File: config.mk
export PLATFORM = sky130hd
export DESIGN_NAME = mul_rr_scheduler
export DESIGN_NICKNAME = d
export VERILOG_FILES = /design/src/rtl/mul_rr_scheduler.sv
export SDC_FILE = /design/constraint.sdc
export NUM_CORES = 1
export LEC_CHECK = 0
export CORE_MARGIN = 2
export CORE_UTILIZATION = 40
export DETAILED_ROUTE_END_ITERATION = 12
export GPL_TIMING_DRIVEN = 0
export PLACE_DENSITY_LB_ADDON = 0.05
export SLEW_MARGIN = 20
export SYNTH_ARGS = -nofsm -noshare
export SYNTH_HDL_FRONTEND = slang
export SYNTH_SLANG_ARGS = --single-unit
File: constraint.sdc
create_clock -name clk -period 5.1 [get_ports clk]
set_input_delay 1.53 -clock clk [delete_from_list [all_inputs] [get_ports clk]]
set_output_delay 1.53 -clock clk [all_outputs]
set_load 0.02 [all_outputs]
File: src/rtl/mul_rr_scheduler.sv
// Round-robin front end for one shared pipelined 9x9 signed multiplier.
// Grants at most one requester per cycle, registers its operands into the
// multiplier, and carries {valid, id, ovf} down a tag pipe so each product
// comes back to the right requester. A RUN/DRAIN/IDLE state machine lets
// the shared datapath be quiesced without losing operations already issued.
module mul_rr_scheduler #(
  parameter int N       = 4,
  parameter int MUL_LAT = 10,
  parameter int IDW     = $clog2(N)
) (
  input  logic                           clk,
  input  logic                           rst_n,
  input  logic [N-1:0]                   req_valid,
  output logic [N-1:0]                   req_ready,
  input  logic [N*9-1:0]                 req_a,
  input  logic [N*9-1:0]                 req_b,
  input  logic                           stop,
  output logic [8:0]                     mul_a,
  output logic [8:0]                     mul_b,
  output logic                           mul_en,
  input  logic [16:0]                    mul_p,
  output logic                           rsp_valid,
  output logic [IDW-1:0]                 rsp_id,
  output logic [16:0]                    rsp_p,
  output logic                           rsp_ovf,
  output logic [$clog2(MUL_LAT+2)-1:0]   inflight,
  output logic                           busy
);

  localparam int CW = $clog2(MUL_LAT+2);
  localparam logic [IDW:0] NW = (IDW+1)'(N);
  // The only 9x9 signed product that does not fit in 17 bits is (-256)*(-256).
  localparam logic [8:0] MOST_NEG = 9'h100;

  typedef enum logic [1:0] {S_RUN, S_DRAIN, S_IDLE} state_t;

  state_t           r_state;
  logic             r_en;
  logic [IDW-1:0]   r_ptr;
  logic [8:0]       r_mul_a;
  logic [8:0]       r_mul_b;
  logic             r_tag_vld [MUL_LAT+1];
  logic [IDW-1:0]   r_tag_id  [MUL_LAT+1];
  logic             r_tag_ovf [MUL_LAT+1];
  logic             r_rsp_valid;
  logic [IDW-1:0]   r_rsp_id;
  logic [16:0]      r_rsp_p;
  logic             r_rsp_ovf;
  logic [CW-1:0]    r_inflight;
  logic             r_busy;

  logic [8:0]       w_a [N];
  logic [8:0]       w_b [N];
  logic             w_allow;
  logic             w_found;
  logic [IDW-1:0]   w_gid;
  logic [N-1:0]     w_grant;
  logic [IDW:0]     w_sum;
  logic [IDW:0]     w_ptr_sum;
  logic [IDW-1:0]   w_ptr_next;
  logic             w_ovf;
  logic             w_rsp_edge;
  logic [CW-1:0]    w_inflight_next;

  // Unpack the flat operand buses into per-requester lanes.
  generate
    for (genvar gi = 0; gi < N; gi++) begin : g_unpack
      assign w_a[gi] = req_a[9*gi +: 9];
      assign w_b[gi] = req_b[9*gi +: 9];
    end
  endgenerate

  // Grants only once out of reset, in RUN, and never in a cycle where stop is high.
  assign w_allow = r_en && (r_state == S_RUN) && !stop;

  // Round-robin search starting at r_ptr, wrapping modulo N; first valid requester wins.
  always_comb begin
    w_found = 1'b0;
    w_gid   = '0;
    w_sum   = '0;
    w_grant = '0;
    for (int k = 0; k < N; k++) begin
      w_sum = {1'b0, r_ptr} + (IDW+1)'(k);
      if (w_sum >= NW) w_sum = w_sum - NW;
      if (w_allow && !w_found && req_valid[w_sum[IDW-1:0]]) begin
        w_found = 1'b1;
        w_gid   = w_sum[IDW-1:0];
      end
    end
    w_grant[w_gid] = w_found;
  end

  // Pointer moves just past the winner, wrapping N-1 back to 0.
  always_comb begin
    w_ptr_sum  = {1'b0, w_gid} + (IDW+1)'(1);
    w_ptr_next = (w_ptr_sum >= NW) ? '0 : w_ptr_sum[IDW-1:0];
  end

  assign w_ovf      = (w_a[w_gid] == MOST_NEG) && (w_b[w_gid] == MOST_NEG);
  assign w_rsp_edge = r_tag_vld[MUL_LAT];

  // Accept and response on the same edge cancel out.
  always_comb begin
    w_inflight_next = r_inflight;
    if (w_found && !w_rsp_edge)      w_inflight_next = r_inflight + CW'(1);
    else if (!w_found && w_rsp_edge) w_inflight_next = r_inflight - CW'(1);
  end

  // Control state machine: stop quiesces issue, drains, then parks in IDLE.
  always_ff @(posedge clk or negedge rst_n) begin
    if (!rst_n) begin
      r_state <= S_RUN;
    end else begin
      case (r_state)
        S_RUN:   if (stop) r_state <= S_DRAIN;
        S_DRAIN: begin
          if (!stop)                 r_state <= S_RUN;
          else if (r_inflight == '0) r_state <= S_IDLE;
        end
        S_IDLE:  if (!stop) r_state <= S_RUN;
        default: r_state <= S_RUN;
      endcase
    end
  end

  // Multiplier enable and arbitration pointer; operands are zero on idle cycles.
  always_ff @(posedge clk or negedge rst_n) begin
    if (!rst_n) begin
      r_en    <= 1'b0;
      r_ptr   <= '0;
      r_mul_a <= '0;
      r_mul_b <= '0;
    end else begin
      r_en <= 1'b1;
      if (w_found) begin
        r_ptr   <= w_ptr_next;
        r_mul_a <= w_a[w_gid];
        r_mul_b <= w_b[w_gid];
      end else begin
        r_mul_a <= '0;
        r_mul_b <= '0;
      end
    end
  end

  // Tag pipe head: captures the winner on the accept edge.
  always_ff @(posedge clk or negedge rst_n) begin
    if (!rst_n) begin
      r_tag_vld[0] <= 1'b0;
      r_tag_id[0]  <= '0;
      r_tag_ovf[0] <= 1'b0;
    end else begin
      r_tag_vld[0] <= w_found;
      r_tag_id[0]  <= w_gid;
      r_tag_ovf[0] <= w_ovf;
    end
  end

  // Remaining tag stages track the multiplier pipeline one edge at a time.
  generate
    for (genvar gi = 1; gi <= MUL_LAT; gi++) begin : g_tag
      always_ff @(posedge clk or negedge rst_n) begin
        if (!rst_n) begin
          r_tag_vld[gi] <= 1'b0;
          r_tag_id[gi]  <= '0;
          r_tag_ovf[gi] <= 1'b0;
        end else begin
          r_tag_vld[gi] <= r_tag_vld[gi-1];
          r_tag_id[gi]  <= r_tag_id[gi-1];
          r_tag_ovf[gi] <= r_tag_ovf[gi-1];
        end
      end
    end
  endgenerate

  // Response register: one-cycle strobe, payload held between results.
  always_ff @(posedge clk or negedge rst_n) begin
    if (!rst_n) begin
      r_rsp_valid <= 1'b0;
      r_rsp_id    <= '0;
      r_rsp_p     <= '0;
      r_rsp_ovf   <= 1'b0;
    end else begin
      r_rsp_valid <= w_rsp_edge;
      if (w_rsp_edge) begin
        r_rsp_id  <= r_tag_id[MUL_LAT];
        r_rsp_p   <= mul_p;
        r_rsp_ovf <= r_tag_ovf[MUL_LAT];
      end
    end
  end

  // Outstanding-operation counter and its nonzero flag.
  always_ff @(posedge clk or negedge rst_n) begin
    if (!rst_n) begin
      r_inflight <= '0;
      r_busy     <= 1'b0;
    end else begin
      r_inflight <= w_inflight_next;
      r_busy     <= (w_inflight_next != '0);
    end
  end

  assign req_ready = w_grant;
  assign mul_a     = r_mul_a;
  assign mul_b     = r_mul_b;
  assign mul_en    = r_en;
  assign rsp_valid = r_rsp_valid;
  assign rsp_id    = r_rsp_id;
  assign rsp_p     = r_rsp_p;
  assign rsp_ovf   = r_rsp_ovf;
  assign inflight  = r_inflight;
  assign busy      = r_busy;

endmodule

# Word-level counts from Yosys, hierarchy flattened
# Cells that the tools add are included.
# W data, S select, Z words.
[op_classes]
n_reduce_logical = 23
order_cmp = 12
multipliers = 0
eq_ne = 7
n_div = 0
n_shift = 0
addsub = 10
n_mux = 38
n_bitwise = 2
[ops]
columns = ["op", "count"]
rows = [
  ["$mux W9", 6],
  ["$bmux W9 S2", 2],
  ["$mux W2", 13],
  ["$eq A9 B9 Y1 const B", 2],
  ["$ge A3 B3 Y1 const B", 5],
  ["$lt A2 B3 Y1 const B", 5],
  ["$logic_and A1 B1 Y1", 13],
  ["$mux W1", 9],
  ["$bmux W1 S2", 4],
  ["$mux W4", 2],
  ["$sub A2 B1 Y2 const B", 4],
  ["$add A2 B1 Y3 const B", 2],
  ["$add A2 B2 Y3 const B", 2],
  ["$logic_not A1 Y1", 6],
  ["$pmux W2 S3", 1],
  ["$add A4 B1 Y4 const B", 1],
  ["$and A4 B4 Y4", 1],
  ["$logic_not A4 Y1", 1],
  ["$ne A2 B2 Y1 const B", 2],
  ["$reduce_bool A4 Y1", 1],
  ["$sub A4 B1 Y4 const B", 1],
  ["$ge A2 B3 Y1 const B", 1],
  ["$ne A3 B3 Y1 const B", 1],
  ["$not A2 Y3", 1],
  ["6 further kinds", 6],
]
[totals]
word_cells = 136
latch_bits = 0
mem_bits_rw = 0
ff_bits = 93
memories = 0
romBits = 0
out_inout_bits = 49

# Logic depth before layout (Yosys ltp)
# Gate-level depths: netlist of the first run.
[depth]
word_depth = 24
mapped_depth = 12
ltp_nobuf = 10

# Worst setup path before layout of the first run
# OpenSTA, ideal clock, no wires.
[synth_timing]
path_kind = "input -> output"
from = "input port req_valid[3]"
to = "output port req_ready[1]"
required_ns = 3.570
t_arrival_ns = 3.668
path_buffers = 2
cell_stages = 10
slack_ns = -0.098
cell_sequence = "mux4_2 > a2111oi_4 > nor3b_1 > a311o_1 > buf_6 > nand2_8 > buf_4 > inv_1 > ha_1 > and2_1"
[synth_via]
elab_chain_cells = 21
word_cells_on_any_way = 32
cone_classes = "order compare: 2; mux: 18; bitwise: 1; reduce/logical: 11"
[synth_lines]
columns = ["item", "line", "source"]
rows = [
  ["start, declared", "13", "input logic [N-1:0] req_valid,"],
  ["$bmux W1 S2", "85", "if (w_allow && !w_found && req_valid[w_sum[IDW-1:0]]) begin"],
  ["$mux W1 (implied by the code)", "85", ""],
  ["$logic_and A1 B1 Y1", "85", ""],
  ["$mux W1", "85", ""],
  ["$logic_not A1 Y1", "85", ""],
  ["$logic_and A1 B1 Y1 (2 in series)", "85", ""],
  ["$mux W1", "85", ""],
  ["$logic_not A1 Y1", "85", ""],
  ["[4 not listed]", "-", ""],
  ["$logic_and A1 B1 Y1 (2 in series)", "85", ""],
  ["$mux W2 (*)", "85", ""],
  ["net w_gid[1]", "56", "logic [IDW-1:0] w_gid;"],
  ["$lt A2 B3 Y1 (implied by the code) or $ge A2 B1 Y1 (tied branches)", "90", "w_grant[w_gid] = w_found;"],
  ["$logic_and A1 B1 Y1 (implied by the code)", "90", ""],
  ["$mux W1 (implied by the code)", "90", ""],
  ["$demux W1 S2 (*)", "90", ""],
  ["$and A4 B4 Y4 (no source line) (*)", "-", ""],
  ["end, declared", "14", "output logic [N-1:0] req_ready,"],
]
# The timed path passes the listed nets; every way through them passes the cells marked *. The select of a mux whose other input is x is not followed.

# Worst setup path in the final report of the first run
[layout_timing]
from = "input port req_valid[3]"
to = "output port req_ready[2]"
[layout_via]
elab_chain_cells = 21
word_cells_on_any_way = 32
cone_classes = "order compare: 2; mux: 18; bitwise: 1; reduce/logical: 11"
[layout_lines]
columns = ["item", "line"]
rows = [
  ["$bmux W1 S2", "85"],
  ["$mux W1 (implied by the code)", "85"],
  ["$logic_and A1 B1 Y1", "85"],
  ["$mux W1", "85"],
  ["$logic_not A1 Y1", "85"],
  ["$logic_and A1 B1 Y1 (2 in series)", "85"],
  ["$mux W1", "85"],
  ["$logic_not A1 Y1", "85"],
  ["[3 not listed]", "-"],
  ["$logic_not A1 Y1", "85"],
  ["$logic_and A1 B1 Y1 (2 in series)", "85"],
  ["$mux W2", "85"],
  ["$lt A2 B3 Y1 (implied by the code) or $ge A2 B1 Y1 (tied branches)", "90"],
  ["$logic_and A1 B1 Y1 (implied by the code)", "90"],
  ["$mux W1 (implied by the code)", "90"],
  ["$demux W1 S2", "90"],
  ["$and A4 B4 Y4 (no source line) (*)", "-"],
]
# Mark *: on every way between the ends. The rest lies on a longest branch, timed or not. The select of a mux whose other input is x is not followed.

==> out/qor.txt, run 1 <==
=====================================================================================
Clock-pin slew of the registers on the worst-case setup and hold paths        0.10 ns
Largest net degree at the start of global routing                                  84
Final HPWL from detailed placement                                           6.419 mm
Area taken by flip-flops and latches                                         2327 µm²
Mapped Nets                                                                       414
Full die area                                                              10,750 µm²
Sequential area share after synthesis                                          58.56%
Peak supply drop                                                            0.1730 mV
Run status                                                               complete, but fails checks
Wire length of the first global-routing pass                                 14.55 mm
TritonCTS sink count                                                               93
Final worst setup slack                                                    -0.1237 ns
Failing checks                                                           negative setup slack
Number of antenna violations at the first check in global routing                   0
Max Transition Viols Final                                                          0
Path type of the worst setup path                                        input pin to output pin
Port Buffer Count                                                                 144
CP Launch Type                                                              input pin
Flip-flop and latch count after synthesis                                          93
Required time at the endpoint of the critical path                            3.57 ns
Iter 0 DRT Violations                                                             148
Number of global-route vias before repair                                       3,098
Mean cell area of the mapped netlist                                        12.74 µm²
CTS HTree Levels                                                                    3
Number of standard cells after synthesis                                          312
Post-Syn Area                                                                3974 µm²
Category of the worst setup path capture point                             output pin
Most common cell after layout, fill and taps aside                       sky130_fd_sc_hd__clkdlybuf4s50_1
Part of the cycle the worst path needs                                         102.4%
Synthesis-to-layout area growth                                                50.72%
Number of cell rows                                                                36
Master of the slowest instance on the critical path                      sky130_fd_sc_hd__mux4_2
Core area                                                                    9729 µm²
Antenna cells                                                                       0
Nets                                                                              581
Measured slew at the worst slew-check pin                                   0.8029 ns
Dominant synthesized flop cell                                           sky130_fd_sc_hd__dfrtp_1
Final Routed Wirelength                                                      8.558 mm
Number of CTS-inserted buffers                                                      9
Wire per inst                                                                13.87 µm
Highest achievable clock rate                                              0.1914 GHz
Yosys warning total                                                                 0
Ordered list of cells on the worst path                                  buf_8, mux4_2, a2111oi_4, buf_4, nor3b_2, a311o_1, buf_6, nand2_8, buf_6, ha_4, and2_4, buf_6
Leakage                                                                      2.609 nW
CTS tree                                                                          yes
Post-layout power                                                            2.801 mW
Total congestion overflow after global routing                                      0
P per Cell Area                                                          467.7 nW/µm²
Routed via count divided by cell count                                          4.937
Number of nets with antenna violations after detailed routing                       0
Final setup fails                                                                   4
Worst Clk Skew                                                             0.01262 ns
Slew HR                                                                        46.11%
Maximum root-to-sink buffer count                                                   2
Total I/O pin count                                                               145
Clk_lat worst skew                                                            0.35 ns
Overall via count from detail_route                                             3,046
Final worst path period need                                                 5.224 ns
Ys async rst share                                                             100.0%
Root Buffer                                                              sky130_fd_sc_hd__clkbuf_8
Number of different library cells in the post-synthesis netlist                    52
Initial Util                                                                   40.84%
Hold buffer count at cts                                                            0
Hold crit path type                                                      flop to flop
Area taken by multi-input logic gates                                        1570 µm²
Global placement routability congestion                                        0.8115
Max-cap check violation count                                                       0
EDFF count, synth                                                                   0
Die H                                                                        103.7 µm
GRT Overall Usage                                                              16.57%
Final hold violation count                                                          0
Horizontal extent of the die                                                 103.7 µm
Ratio of cells with drive above 1 in the final layout                          20.04%
Layout fillers                                                                    834
RSZ-0062 raised after global routing                                              yes
Pre-Repair DR Iteration Count                                                       4
Highest-count cells in the layout ignoring fill and taps                 134 x sky130_fd_sc_hd__clkdlybuf4s50_1, 93 x sky130_fd_sc_hd__dfrtp_1, 32 x sky130_fd_sc_hd__nand3_1, 30 x sky130_fd_sc_hd__mux2_2, 22 x sky130_fd_sc_hd__mux2i_1
Longest individual stage delay on the worst path                              0.50 ns
Cell type with the highest occurrence count on the critical path         sky130_fd_sc_hd__buf_6
Post-Route Setup TNS                                                       -0.3698 ns
Peak fanout along the critical path                                                 3
# DRC                                                                               0
Arrival time reported for the critical path endpoint                          3.69 ns
=====================================================================================
==> state kept, by name, indices dropped and copies added, names as in the netlist <==
| name | cells |
|---|---|
| r_state | 2 |
| busy | 1 |
| mul_en | 1 |
| w_rsp_edge | 1 |
| r_tag_vld | 10 |
| mul_a | 9 |
| r_tag_id | 22 |
| mul_b | 9 |
| r_tag_ovf | 11 |
| inflight | 4 |
| rsp_ovf | 1 |
| rsp_id | 2 |
| r_ptr | 2 |
| rsp_p | 17 |
| rsp_valid | 1 |
==> what timing repair did <==
item                       in CTS  in global routing
buffers inserted               12                  2
pin swaps                       7                  2
resized for setup              70                  3
setup endpoints to repair       4                  4
==> critical path: cells and delay by family <==
family                   cells  cell delay, ns
AO/OA/AOI/OAI                2            0.68
buffers and inverters        5            0.62
multiplexers                 1            0.50
AND/OR/NAND/NOR              3            0.24
adder cells (fa/ha/maj)      1            0.12
==> power breakdown <==
part | total, mW | switching (mW) | internal, mW
clock | 0.463 | 0.273 | 0.190
combinational | 1.32 | 0.656 | 0.667
sequential | 1.02 | 0.0900 | 0.925
total | 2.80 | 1.02 | 1.78
==> through the flow <==
| step | hold WS, ns | utilization (%) | worst slack, ns | instances | instance area [µm²] |
|---|---|---|---|---|---|
| CTS | 0.3477 | 61.29 | -0.09506 | 616 | 5963 |
| detailed placement | 0.3347 | 57.88 | -1.435 | 590 | 5632 |
| finish | 0.3489 | 61.56 | -0.1237 | 617 | 5989 |
| global placement | 0.3323 | 57.59 | -1.417 | 589 | 5603 |
| floorplan | 0.3312 | - | 0.009373 | 312 | 3995 |
| global route | 0.3565 | 61.56 | -0.1900 | 617 | 5989 |
==> layer usage <==
metal	global-route usage (%)	part of all wire, %	up-vias
li1	-	-	1459
met1	20.98	41	1447
met2	27.25	49	123
met3	4.783	8.4	17
met4	5.888	1.8	0
met5	0	0	-
==> area by class of cell <==
class / instances / area share, %
buffer: 15 / 1.588
clock inverter: 7 / 1.107
inverter: 9 / 0.6894
multi-input combinational: 192 / 26.22
timing repair buffer: 159 / 26.70
sequential: 93 / 38.86
clock buffer: 9 / 2.068
tap: 133 / 2.778
==> cells by family (layout without fill, tap and decap cells) <==
| family | after synthesis | after routing | share of synthesized area, % |
|---|---|---|---|
| flip-flops | 93 | 93 | 58.56 |
| AND/OR/NAND/NOR | 87 | 87 | 12.59 |
| multiplexers | 54 | 54 | 15.18 |
| AO/OA/AOI/OAI | 40 | 40 | 7.305 |
| buffers and inverters | 27 | 199 | 3.495 |
| adder cells (fa/ha/maj) | 6 | 6 | 1.889 |
| XOR/XNOR | 4 | 4 | 0.8818 |
| other | 1 | 1 | 0.09437 |
==> final timing paths <==
path / startpoint / endpoint / slack [ns] / depth (start not counted)
hold / removal: r_tag_vld[10]$_DFF_PN0_ / r_tag_vld[9]$_DFF_PN0_ / 0.35 / 0
setup reg to reg: r_ptr[1]$_DFFE_PN0P_ / r_tag_ovf[10]$_DFF_PN0_ / 1.58 / 12
max in group asynchronous: rst_n / r_tag_ovf[7]$_DFF_PN0_ / 3.51 / 2
min in group asynchronous: rst_n / mul_a[8]$_DFF_PN0_ / 0.98 / 1
setup / recovery: req_valid[3] / req_ready[2] / -0.12 / 12
hold reg to reg: r_tag_vld[10]$_DFF_PN0_ / r_tag_vld[9]$_DFF_PN0_ / 0.35 / 0
==> synth_stat cells, types with 3 or more instances <==
cell	n	area share, %
sky130_fd_sc_hd__dfrtp_1	93	59
sky130_fd_sc_hd__nand3_1	32	4.0
sky130_fd_sc_hd__mux2_2	30	8.5
sky130_fd_sc_hd__mux2i_1	22	5.5
sky130_fd_sc_hd__o21ai_0	19	2.4
sky130_fd_sc_hd__nor2_1	14	1.3
sky130_fd_sc_hd__and3_1	10	1.6
sky130_fd_sc_hd__inv_1	8	0.76
sky130_fd_sc_hd__nand2_1	8	0.76
sky130_fd_sc_hd__clkbuf_1	6	0.57
sky130_fd_sc_hd__ha_1	6	1.9
sky130_fd_sc_hd__buf_2	5	0.63
sky130_fd_sc_hd__and2_1	4	0.63
sky130_fd_sc_hd__a22oi_1	3	0.57
sky130_fd_sc_hd__buf_1	3	0.28
sky130_fd_sc_hd__nor3b_1	3	0.57
Power figures use the tool's default switching activity.
==> run 2, diff against run 1 <==
- SETUP_SLACK_MARGIN: not set -> 0.15
==> run 2 against run 1 <==
The run still ends with negative setup slack left. Critical path depth rose by 2. Clock skew down 0.0044 ns. Sequential power about the same. Maximum frequency down 3.3%. Utilization grew 4.0 points. Highest routed layer unchanged. Global-route usage is 1.9 points higher. Clock power is essentially flat. Combinational power increased by 24%. Critical endpoint is now req_ready[1].
==> out/qor.txt, run 2 (synthesis results as in run 1) <==
=====================================================================================
Area taken by flip-flops and latches                                         2327 µm²
Initial Util                                                                   40.84%
Clk_lat worst skew                                                            0.35 ns
Ratio of cells with drive above 1 in the final layout                          26.40%
Master of the slowest instance on the critical path                      sky130_fd_sc_hd__or4b_4
Switching Share                                                                35.65%
Post-placement cell area                                                     5672 µm²
Arrival time reported for the critical path endpoint                          3.87 ns
Hold buffer count at cts                                                            0
Layout fillers                                                                    810
Wire length of the first global-routing pass                                 16.02 mm
Buffers & Inverters on Critical Path                                                7
Peak supply drop                                                            0.2589 mV
Total congestion overflow after global routing                                      0
Global placement routability congestion                                        0.7592
Pre-Repair DR Iteration Count                                                       4
Final hold violation count                                                          0
Non-filler instance count after layout                                            652
Category of the worst setup path capture point                             output pin
Run status                                                               complete, but fails checks
Horizontal extent of the die                                                 103.7 µm
GRT Overall Usage                                                              18.50%
Final HPWL from detailed placement                                           6.627 mm
Iter 0 DRT Violations                                                             100
Wire per inst                                                                14.84 µm
Port Buffer Count                                                                 144
Number of antenna violations at the first check in global routing                   0
Share of total power in the clock network                                       14.9%
Combinational Power Share                                                       52.6%
Number of global-route vias before repair                                       3,413
Cell type with the highest occurrence count on the critical path         sky130_fd_sc_hd__buf_6
Util after Layout                                                              65.55%
Post-layout power                                                            3.125 mW
Largest net degree at the start of global routing                                  85
Max-cap check violation count                                                       0
# DRC                                                                               0
Required time at the endpoint of the critical path                            3.57 ns
Core area                                                                    9729 µm²
Hold crit path type                                                      flop to flop
Leakage                                                                      2.820 nW
Flip-flop count of the largest register after layout                               22
Measured slew at the worst slew-check pin                                   0.7827 ns
Slew HR                                                                        47.47%
Part of the cycle the worst path needs                                         105.9%
Net switching power                                                          1.114 mW
Worst Clk Skew                                                            0.008263 ns
Path type of the worst setup path                                        input pin to output pin
DP Cell Count                                                                     590
Final worst setup slack                                                    -0.3020 ns
Full die area                                                              10,750 µm²
TritonCTS sink count                                                               93
Minimum setup slack after placement                                         -1.331 ns
Total I/O pin count                                                               145
Root Buffer                                                              sky130_fd_sc_hd__clkbuf_8
Nets                                                                              616
Highest-count cells in the layout ignoring fill and taps                 134 x sky130_fd_sc_hd__clkdlybuf4s50_1, 93 x sky130_fd_sc_hd__dfrtp_1, 32 x sky130_fd_sc_hd__nand3_1, 29 x sky130_fd_sc_hd__mux2_2, 28 x sky130_fd_sc_hd__buf_4
Max Transition Viols Final                                                          0
Number of CTS-inserted buffers                                                      9
Hold Slack                                                                  0.3523 ns
Antenna cells                                                                       0
Final setup fails                                                                   5
P per Cell Area                                                          490.0 nW/µm²
Area taken by multi-input logic gates                                        1603 µm²
Final worst path period need                                                 5.402 ns
Failing checks                                                           negative setup slack
Ordered list of cells on the worst path                                  buf_8, or4b_4, a2111oi_4, buf_4, buf_6, nor3b_2, a311o_1, buf_6, nand2_8, buf_12, inv_8, ha_4, and2_4, buf_6
Overall via count from detail_route                                             3,209
Highest achievable clock rate                                              0.1851 GHz
Clock-pin slew of the registers on the worst-case setup and hold paths        0.10 ns
Routed via count divided by cell count                                          4.922
CTS HTree Levels                                                                    3
Most common cell after layout, fill and taps aside                       sky130_fd_sc_hd__clkdlybuf4s50_1
Post-Route Setup TNS                                                        -1.238 ns
Peak fanout along the critical path                                                 5
Die H                                                                        103.7 µm
CP Launch Type                                                              input pin
Longest individual stage delay on the worst path                              0.50 ns
Sequential fraction of design power                                             32.5%
Internal power component                                                     2.011 mW
Number of cell rows                                                                36
Area of all placed cells without fillers                                     6377 µm²
CTS tree                                                                          yes
Number of nets with antenna violations after detailed routing                       0
Maximum root-to-sink buffer count                                                   2
RSZ-0062 raised after global routing                                              yes
Register ranked first by flip-flop count                                     r_tag_id
Synthesis-to-layout area growth                                                60.48%
CP top delay family                                                      buffers and inverters
Final Routed Wirelength                                                      9.675 mm
=====================================================================================
run 2: path summary, 6_finish.rpt:
| kind | start | endpoint | slack, ns | cells past startpoint |
|---|---|---|---|---|
| worst max-delay path | stop | req_ready[1] | -0.30 | 14 |
| worst min-delay path | r_tag_id[5]$_DFF_PN0_ | r_tag_id[3]$_DFF_PN0_ | 0.35 | 0 |
| worst max register to register | r_state[1]$_DFFE_PN0P_ | r_tag_ovf[10]$_DFF_PN0_ | 0.67 | 25 |
| worst min register to register | r_tag_id[5]$_DFF_PN0_ | r_tag_id[3]$_DFF_PN0_ | 0.35 | 0 |
| max in group asynchronous | rst_n | rsp_p[12]$_DFFE_PN0P_ | 3.54 | 2 |
| min in group asynchronous | rst_n | mul_a[8]$_DFF_PN0_ | 0.97 | 1 |
run 2: metal layers:
| metal | vias up | wire, µm | global-route usage, % |
|---|---|---|---|
| met4 | 0 | 131 | 6.371 |
| met3 | 12 | 665 | 4.594 |
| met1 | 1558 | 3835 | 21.99 |
| li1 | 1522 | - | - |
| met2 | 117 | 5042 | 32.73 |
| met5 | - | 0 | 0 |
run 2: repair_timing:
item,4_1_cts,5_1_grt
buffers inserted,38,8
gates resized for setup,66,29
setup endpoints to repair,4,13
pin swaps,7,7
run 2: layout make-up:
class / instances / share of cell area [%]
sequential: 93 / 36.49
timing repair buffer: 191 / 30.00
multi-input combinational: 192 / 25.13
tap: 133 / 2.609
buffer: 18 / 2.178
clock buffer: 9 / 1.942
clock inverter: 7 / 1.001
inverter: 9 / 0.6474
run 2: power by group through the flow:
stage | Combinational, mW | Clock, mW | Sequential (mW)
global placement | 1.26 | 0 | 1.03
CTS | 1.52 | 0.478 | 1.02
finish | 1.64 | 0.465 | 1.02
detailed placement | 1.28 | 0 | 1.03
global route | 1.76 | 0.518 | 1.04
floorplan | 0.713 | 0 | 1.14
